<file path="config.mk">
export PLATFORM = sky130hd
export DESIGN_NAME = sine_sample_scheduler
export DESIGN_NICKNAME = d
export VERILOG_FILES = /design/src/rtl/sine_sched_pkg.sv /design/src/rtl/sine_table_rom.sv /design/src/rtl/sine_sample_scheduler.sv
export SDC_FILE = /design/constraint.sdc
export NUM_CORES = 1
export LEC_CHECK = 0
export ABC_AREA = 1
export CORE_MARGIN = 2
export CORE_UTILIZATION = 60
export DETAILED_ROUTE_END_ITERATION = 8
export GPL_TIMING_DRIVEN = 0
export PLACE_DENSITY = 0.93
export SLEW_MARGIN = 10
export SYNTH_ARGS = -nofsm -noshare
export SYNTH_HDL_FRONTEND = slang
export SYNTH_SLANG_ARGS = --single-unit
</file>
<file path="constraint.sdc">
create_clock -name clk -period 4.25 [get_ports clk]
set_input_delay 0.6375 -clock clk [delete_from_list [all_inputs] [get_ports clk]]
set_output_delay 0.6375 -clock clk [all_outputs]
set_load 0.02 [all_outputs]
</file>
<file path="src/rtl/sine_sched_pkg.sv">
// Shared types and constants for the sine sample scheduler: table geometry,
// sample width, FSM states, dither LFSR constants and index arithmetic.
package sine_sched_pkg;

  localparam int TABLE_LEN = 40;
  localparam int DATA_W    = 24;
  localparam int IDX_W     = 6;

  // Fibonacci LFSR: taps 16,14,13,11 map to bits 15,13,12,10.
  localparam logic [15:0] LFSR_SEED = 16'hACE1;
  localparam logic [15:0] LFSR_TAPS = 16'hB400;

  typedef enum logic [1:0] {
    IDLE,
    RUN,
    FETCH
  } state_t;

  // A step that would skip past the whole table degrades to a plain walk.
  function automatic logic [IDX_W-1:0] eff_step(input logic [5:0] step_cfg);
    return (step_cfg >= IDX_W'(TABLE_LEN)) ? IDX_W'(1) : step_cfg;
  endfunction

  // (idx + step) mod TABLE_LEN; both operands are below TABLE_LEN.
  function automatic logic [IDX_W-1:0] next_idx(input logic [IDX_W-1:0] idx,
                                                input logic [IDX_W-1:0] step);
    logic [IDX_W:0] sum;
    sum = {1'b0, idx} + {1'b0, step};
    if (sum >= (IDX_W+1)'(TABLE_LEN)) sum = sum - (IDX_W+1)'(TABLE_LEN);
    return sum[IDX_W-1:0];
  endfunction

endpackage

</file>
<file path="src/rtl/sine_table_rom.sv">
// 40-entry, 24-bit sine table (amplitude 2500000, 9 degrees per entry) with a
// registered read port. Only the first quarter wave is stored; the rest is
// folded out of it by symmetry.
module sine_table_rom
  import sine_sched_pkg::*;
(
  input  logic                     clk,
  input  logic                     rd_en,
  input  logic [IDX_W-1:0]         addr,
  output logic signed [DATA_W-1:0] data
);

  logic [DATA_W-1:0] rom_val;

  function automatic logic [DATA_W-1:0] quarter(input logic [3:0] k);
    case (k)
      4'd0:    return 24'd0;
      4'd1:    return 24'd391086;
      4'd2:    return 24'd772542;
      4'd3:    return 24'd1134976;
      4'd4:    return 24'd1469463;
      4'd5:    return 24'd1767767;
      4'd6:    return 24'd2022542;
      4'd7:    return 24'd2227516;
      4'd8:    return 24'd2377641;
      4'd9:    return 24'd2469221;
      4'd10:   return 24'd2500000;
      default: return 24'd0;
    endcase
  endfunction

  // Fold the table index onto the quarter wave and restore the sign.
  // NOTE: every variable driven here gets a default first, so no path can leave it unassigned and infer a latch.
  always_comb begin
    rom_val = '0;
    if (addr <= 6'd10)      rom_val = quarter(4'(addr));
    else if (addr <= 6'd20) rom_val = quarter(4'(6'd20 - addr));
    else if (addr <= 6'd30) rom_val = -quarter(4'(addr - 6'd20));
    else                    rom_val = -quarter(4'(6'd40 - addr));
  end

  // Registered read, enabled only for the FETCH cycle.
  // NOTE: this read register is left unreset; it is always rewritten in FETCH before anything consumes it.
  always_ff @(posedge clk) begin
    if (rd_en) data <= rom_val;
  end

endmodule

</file>
<file path="src/rtl/sine_sample_scheduler.sv">
// Sine sample scheduler: walks the sine table with a programmable tick period,
// phase step and amplitude shift, presents samples on valid/ready and counts
// samples dropped while the previous one was still pending.
// Optional feature: define SCHED_DITHER_EN to add LFSR dither (saturating)
// after the shift; without it out_data is exactly the shifted table value.
module sine_sample_scheduler
  import sine_sched_pkg::*;
#(
  parameter int DIV_W = 16,
  parameter int OVR_W = 8
) (
  input  logic              clk,
  input  logic              reset,
  input  logic              enable,
  input  logic [DIV_W-1:0]  div_cfg,
  input  logic [5:0]        step_cfg,
  input  logic [1:0]        shift_cfg,
  output logic [DATA_W-1:0] out_data,
  output logic              out_valid,
  input  logic              out_ready,
  output logic              busy,
  output logic [OVR_W-1:0]  overrun_cnt
);

  state_t                   state, state_nxt;
  logic                     start, tick;
  logic [DIV_W-1:0]         div_q, cnt;
  logic [IDX_W-1:0]         step_q, idx;
  logic [1:0]               shift_q;
  logic                     fetch_q;
  logic                     do_load;
  logic signed [DATA_W-1:0] rom_data, scaled;
  logic [DATA_W-1:0]        sample;

  sine_table_rom u_rom (
    .clk   (clk),
    .rd_en (state == FETCH),
    .addr  (idx),
    .data  (rom_data)
  );

  // Next-state logic: start from IDLE, tick out of RUN, FETCH always completes.
  always_comb begin
    state_nxt = state;
    start     = 1'b0;
    tick      = 1'b0;
    case (state)
      IDLE: if (enable) begin
        state_nxt = RUN;
        start     = 1'b1;
      end
      RUN: if (!enable) begin
        state_nxt = IDLE;
      end else if (cnt >= div_q) begin
        state_nxt = FETCH;
        tick      = 1'b1;
      end
      FETCH:   state_nxt = enable ? RUN : IDLE;
      default: state_nxt = IDLE;
    endcase
  end

  // State register.
  // NOTE: sequential state uses non-blocking assignments so every flop samples pre-edge values.
  always_ff @(posedge clk) begin
    if (reset) state <= IDLE;
    else       state <= state_nxt;
  end

  // Config capture, tick divider (counts through FETCH too) and table index.
  always_ff @(posedge clk) begin
    if (reset) begin
      div_q   <= '0;
      step_q  <= '0;
      shift_q <= '0;
      cnt     <= '0;
      idx     <= '0;
      fetch_q <= 1'b0;
    end else begin
      fetch_q <= (state == FETCH);
      if (start) begin
        div_q   <= div_cfg;
        step_q  <= eff_step(step_cfg);
        shift_q <= shift_cfg;
        cnt     <= '0;
        idx     <= '0;
      end else if (state == RUN) begin
        cnt <= tick ? '0 : cnt + DIV_W'(1);
      end else if (state == FETCH) begin
        cnt <= cnt + DIV_W'(1);
        idx <= next_idx(idx, step_q);
      end
    end
  end

  assign scaled  = rom_data >>> shift_q;
  assign do_load = fetch_q && (!out_valid || out_ready);
  assign busy    = (state != IDLE);

`ifdef SCHED_DITHER_EN
  logic [15:0]     lfsr;
  logic [4:0]      dith;
  logic [DATA_W:0] dith_sum;

  // Dither LFSR advances once per sample actually loaded.
  always_ff @(posedge clk) begin
    if (reset)        lfsr <= LFSR_SEED;
    else if (do_load) lfsr <= {lfsr[14:0], ^(lfsr & LFSR_TAPS)};
  end

  // Add lfsr[3:0]-8 to the shifted sample and clamp to the signed range.
  always_comb begin
    dith     = {1'b0, lfsr[3:0]} - 5'd8;
    dith_sum = {scaled[DATA_W-1], scaled} + {{(DATA_W-4){dith[4]}}, dith};
    sample   = dith_sum[DATA_W-1:0];
    if (dith_sum[DATA_W] != dith_sum[DATA_W-1])
      sample = dith_sum[DATA_W] ? {1'b1, {(DATA_W-1){1'b0}}} : {1'b0, {(DATA_W-1){1'b1}}};
  end
`else
  assign sample = scaled;
`endif

  // Output register and overrun counter: load when free or being accepted, else drop.
  always_ff @(posedge clk) begin
    if (reset) begin
      out_data    <= '0;
      out_valid   <= 1'b0;
      overrun_cnt <= '0;
    end else if (do_load) begin
      out_data  <= sample;
      out_valid <= 1'b1;
    end else begin
      if (fetch_q && overrun_cnt != '1) overrun_cnt <= overrun_cnt + OVR_W'(1);
      if (out_valid && out_ready)       out_valid   <= 1'b0;
    end
  end

endmodule

</file>
==> metrics.txt <==
vias in the first global route 8,445; Synth Flop Type dfxtp_1; vias per cell 5.88; grt ovf 0; combinational share of power 10.7%; PwrDens 313 nW/um2; hold_sp div_q[1]$_SDFFE_PP0P_; I/O pin cnt 62; Starting Density 61.1%; outcome finished, final reports clean; FILL cells 1,130; crit start category flip-flop; Routed WL 26,700 um; vias post-DR 9,049; Area Growth Syn to Fin 17.1%; Max clock buf depth 2; Clock Power Share 47.8%; CP endpoint kind flip-flop; Seq pwr share 41.6%; largest net degree at the start of global routing 32; DR iter-0 viols 1,132; Reg-to-Reg Start idx[1]$_SDFFE_PP0P_; worst-skew pair later-pin latency 0.43 ns; chip height 122 um; Seq/Total Area, Yosys 33.3%; Mapped Area 8420 um2; core box area 13,800 um2; H-tree depth 4; share of cells above drive strength 1 5.89%; Tmin final 3.91 ns; Least-Margin Pin Slew 0.793 ns; CP Data Arrival Time 4.09 ns; Synth async-reset ratio 0%; Final Hold Viols 0; DRT Pass-1 Iters 6; Design Power 3080 uW; Final ANT Viol Nets 0; DIE WIDTH 122 um; full die area 15,000 um2; Critical Path Fanout Max 10; CTS tree built; Final GP Congestion 1.12; P_sw 848 uW; r2r endpoint u_rom.data[16]$_DFFE_PP_; initial antenna violation count 0; Worst Hold Path EP div_q[1]$_SDFFE_PP0P_; design area 9850 um2; GRT Total Usage 36.2%; site row count 43; final setup vio count 0; Period Utilization, post-route 92.1%; #FFs+latches synth 128; cells on worst reg2reg path 20; placed wire-length estimate 19,900 um; Ant. Diodes 0; layout net count 1,427; clock sinks 128; MaxCap Viol Count 0; cts bufs inserted 17; cell-internal power 2230 uW; Relative slew margins 46.9%; Hold WC Path Type reg -> reg; Setup TNS 0 ns; Worst Skew 0.0135 ns; Reg2Reg Setup Slack 0.34 ns; fin. max-slew vios 0; Post-Syn Area per Cell 6.65 um2; P_leak 0.00463 uW; sw frac 27.5%; Post-DP Area 9240 um2; critical path class reg -> reg; CTS clk-pin slew, worst paths 0.06 ns; Max IR drop VDD 0.304 mV; first-pass GRT wire length 41,800 um; Syn Inst Count 1,265; DR WL/cell 17.3 um; Max Clk Rate 255 MHz; number of remaining DRC errors 0; Yosys cell types 51; port buffer count 60; Post-synth EDFFs 24; RSZ-0062 raised after global routing no; yosys warns 0; WHS Path Cells 2; Syn Nets 1,347; Crit path required time 4.42 ns; clock root cell clkbuf_16
placed cells by master, fill, tap and decap left out, types with 5 or more instances in the layout:
cell type,n
nand2_1,372
inv_1,139
nor2_1,130
dfxtp_1,103
o21ai_0,91
nand3_1,90
a21oi_1,79
clkdlybuf4s50_1,60
ha_1,51
clkbuf_1,32
edfxtp_1,24
o211ai_1,23
clkbuf_16,18
xor2_1,13
nand4_1,13
buf_2,9
nor3_1,9
nor2_2,7
nand3b_1,6
xnor2_1,6
inv_2,5
a31oi_1,5
o21ai_1,5
inv_6,5
how the worst max path moves through the flow:
stage                        start                       end
2_1_floorplan  idx[1]$_SDFFE_PP0P_  u_rom.data[16]$_DFFE_PP_
3_3_place_gp   idx[1]$_SDFFE_PP0P_  u_rom.data[16]$_DFFE_PP_
3_5_place_dp   idx[1]$_SDFFE_PP0P_  u_rom.data[16]$_DFFE_PP_
4_1_cts        idx[1]$_SDFFE_PP0P_  u_rom.data[16]$_DFFE_PP_
5_1_grt        idx[1]$_SDFFE_PP0P_  u_rom.data[16]$_DFFE_PP_
6_report       idx[1]$_SDFFE_PP0P_  u_rom.data[16]$_DFFE_PP_
what timing repair did:
item                       CTS  global route
gates resized for setup      0             2
hold buffers                 0             0
setup endpoints to repair    0             7
setup buffers                0             1
worst max-delay path, stage by stage (launching register included):
cell and delay, ns:
dfxtp_2 0.40, buf_6 0.16, buf_2 0.22, inv_1 0.17
ha_1 0.30, ha_1 0.34, inv_1 0.20, nand2_1 0.12
nor2_1 0.28, nor2_1 0.09, nand2_1 0.08, ha_2 0.22
nand3_1 0.08, nor2_1 0.16, nand2_1 0.15, nor2_4 0.20
nand2_1 0.09, nand2_1 0.06, nand3_1 0.16, nand3_1 0.13
nand2_1 0.06
cell usage after synthesis (2+ instances only):
master	number	area [um2]
a211oi_1	2	15.0
a21boi_0	2	15.0
a21oi_1	79	395
a22oi_1	2	15.0
a31oi_1	5	31.3
buf_2	9	45.0
buf_6	4	45.0
clkbuf_1	32	120
dfxtp_1	104	2080
edfxtp_1	24	721
ha_1	53	663
inv_1	139	522
inv_2	5	18.8
nand2_1	372	1400
nand2_2	3	18.8
nand2_4	3	33.8
nand3_1	90	450
nand3_2	3	30.0
nand3b_1	6	45.0
nand4_1	13	81.3
nor2_1	130	488
nor2_2	7	43.8
nor3_1	9	45.0
nor3b_1	2	15.0
o211ai_1	23	173
o21ai_0	91	455
o21ai_1	5	25.0
o21bai_1	3	22.5
o221ai_1	2	17.5
o31ai_1	4	30.0
o41ai_1	2	17.5
xnor2_1	6	52.6
xor2_1	13	114
per-layer routing:
metal	global-route usage, %	wire, um	up-vias
met4	19.3	1290	0
met3	7.02	2220	116
li1	-	-	4279
met1	44.6	10700	4100
met5	0	0	-
met2	59.7	12500	554
cell families after synthesis:
logic type,count (synthesis),synth area share (%)
and+or+nand+nor,645,32.4
buffers and inverters,192,9.13
DFF,128,33.3
adders and majority gates,54,8.12
AOI/OAI and AO/OA,227,15.1
xor gates and xnor gates,19,1.98
layout make-up:
class,count,area [um2],area share (%)
Clock inverter,14,146,1.49
Sequential cell,128,2800,28.5
Clock buffer,18,450,4.57
Timing Repair Buffer,61,608,6.17
Tap cell,180,225,2.29
Inverter,146,551,5.59
Multi-Input combinational cell,945,4850,49.2
Buffer,46,218,2.21
power groups by stage:
stage	Sequential, uW	Clock (uW)	Combinational, uW
global placement	1310	0	302
global route	1280	1520	363
finish	1280	1470	329
detailed placement	1310	0	313
CTS	1280	1470	321
floorplan	1300	0	210
stage by stage:
stage	hold WS (ns)	worst slack [ns]	instances	util, %
2_1_floorplan	0.430	0.916	1265	-
3_3_place_gp	0.451	0.205	1505	67.1
3_5_place_dp	0.460	0.197	1505	67.1
4_1_cts	0.469	0.155	1537	71.4
5_1_grt	0.487	0.0339	1538	71.5
6_report	0.471	0.336	1538	71.5
No activity file was read; power rests on OpenSTA's default activity.
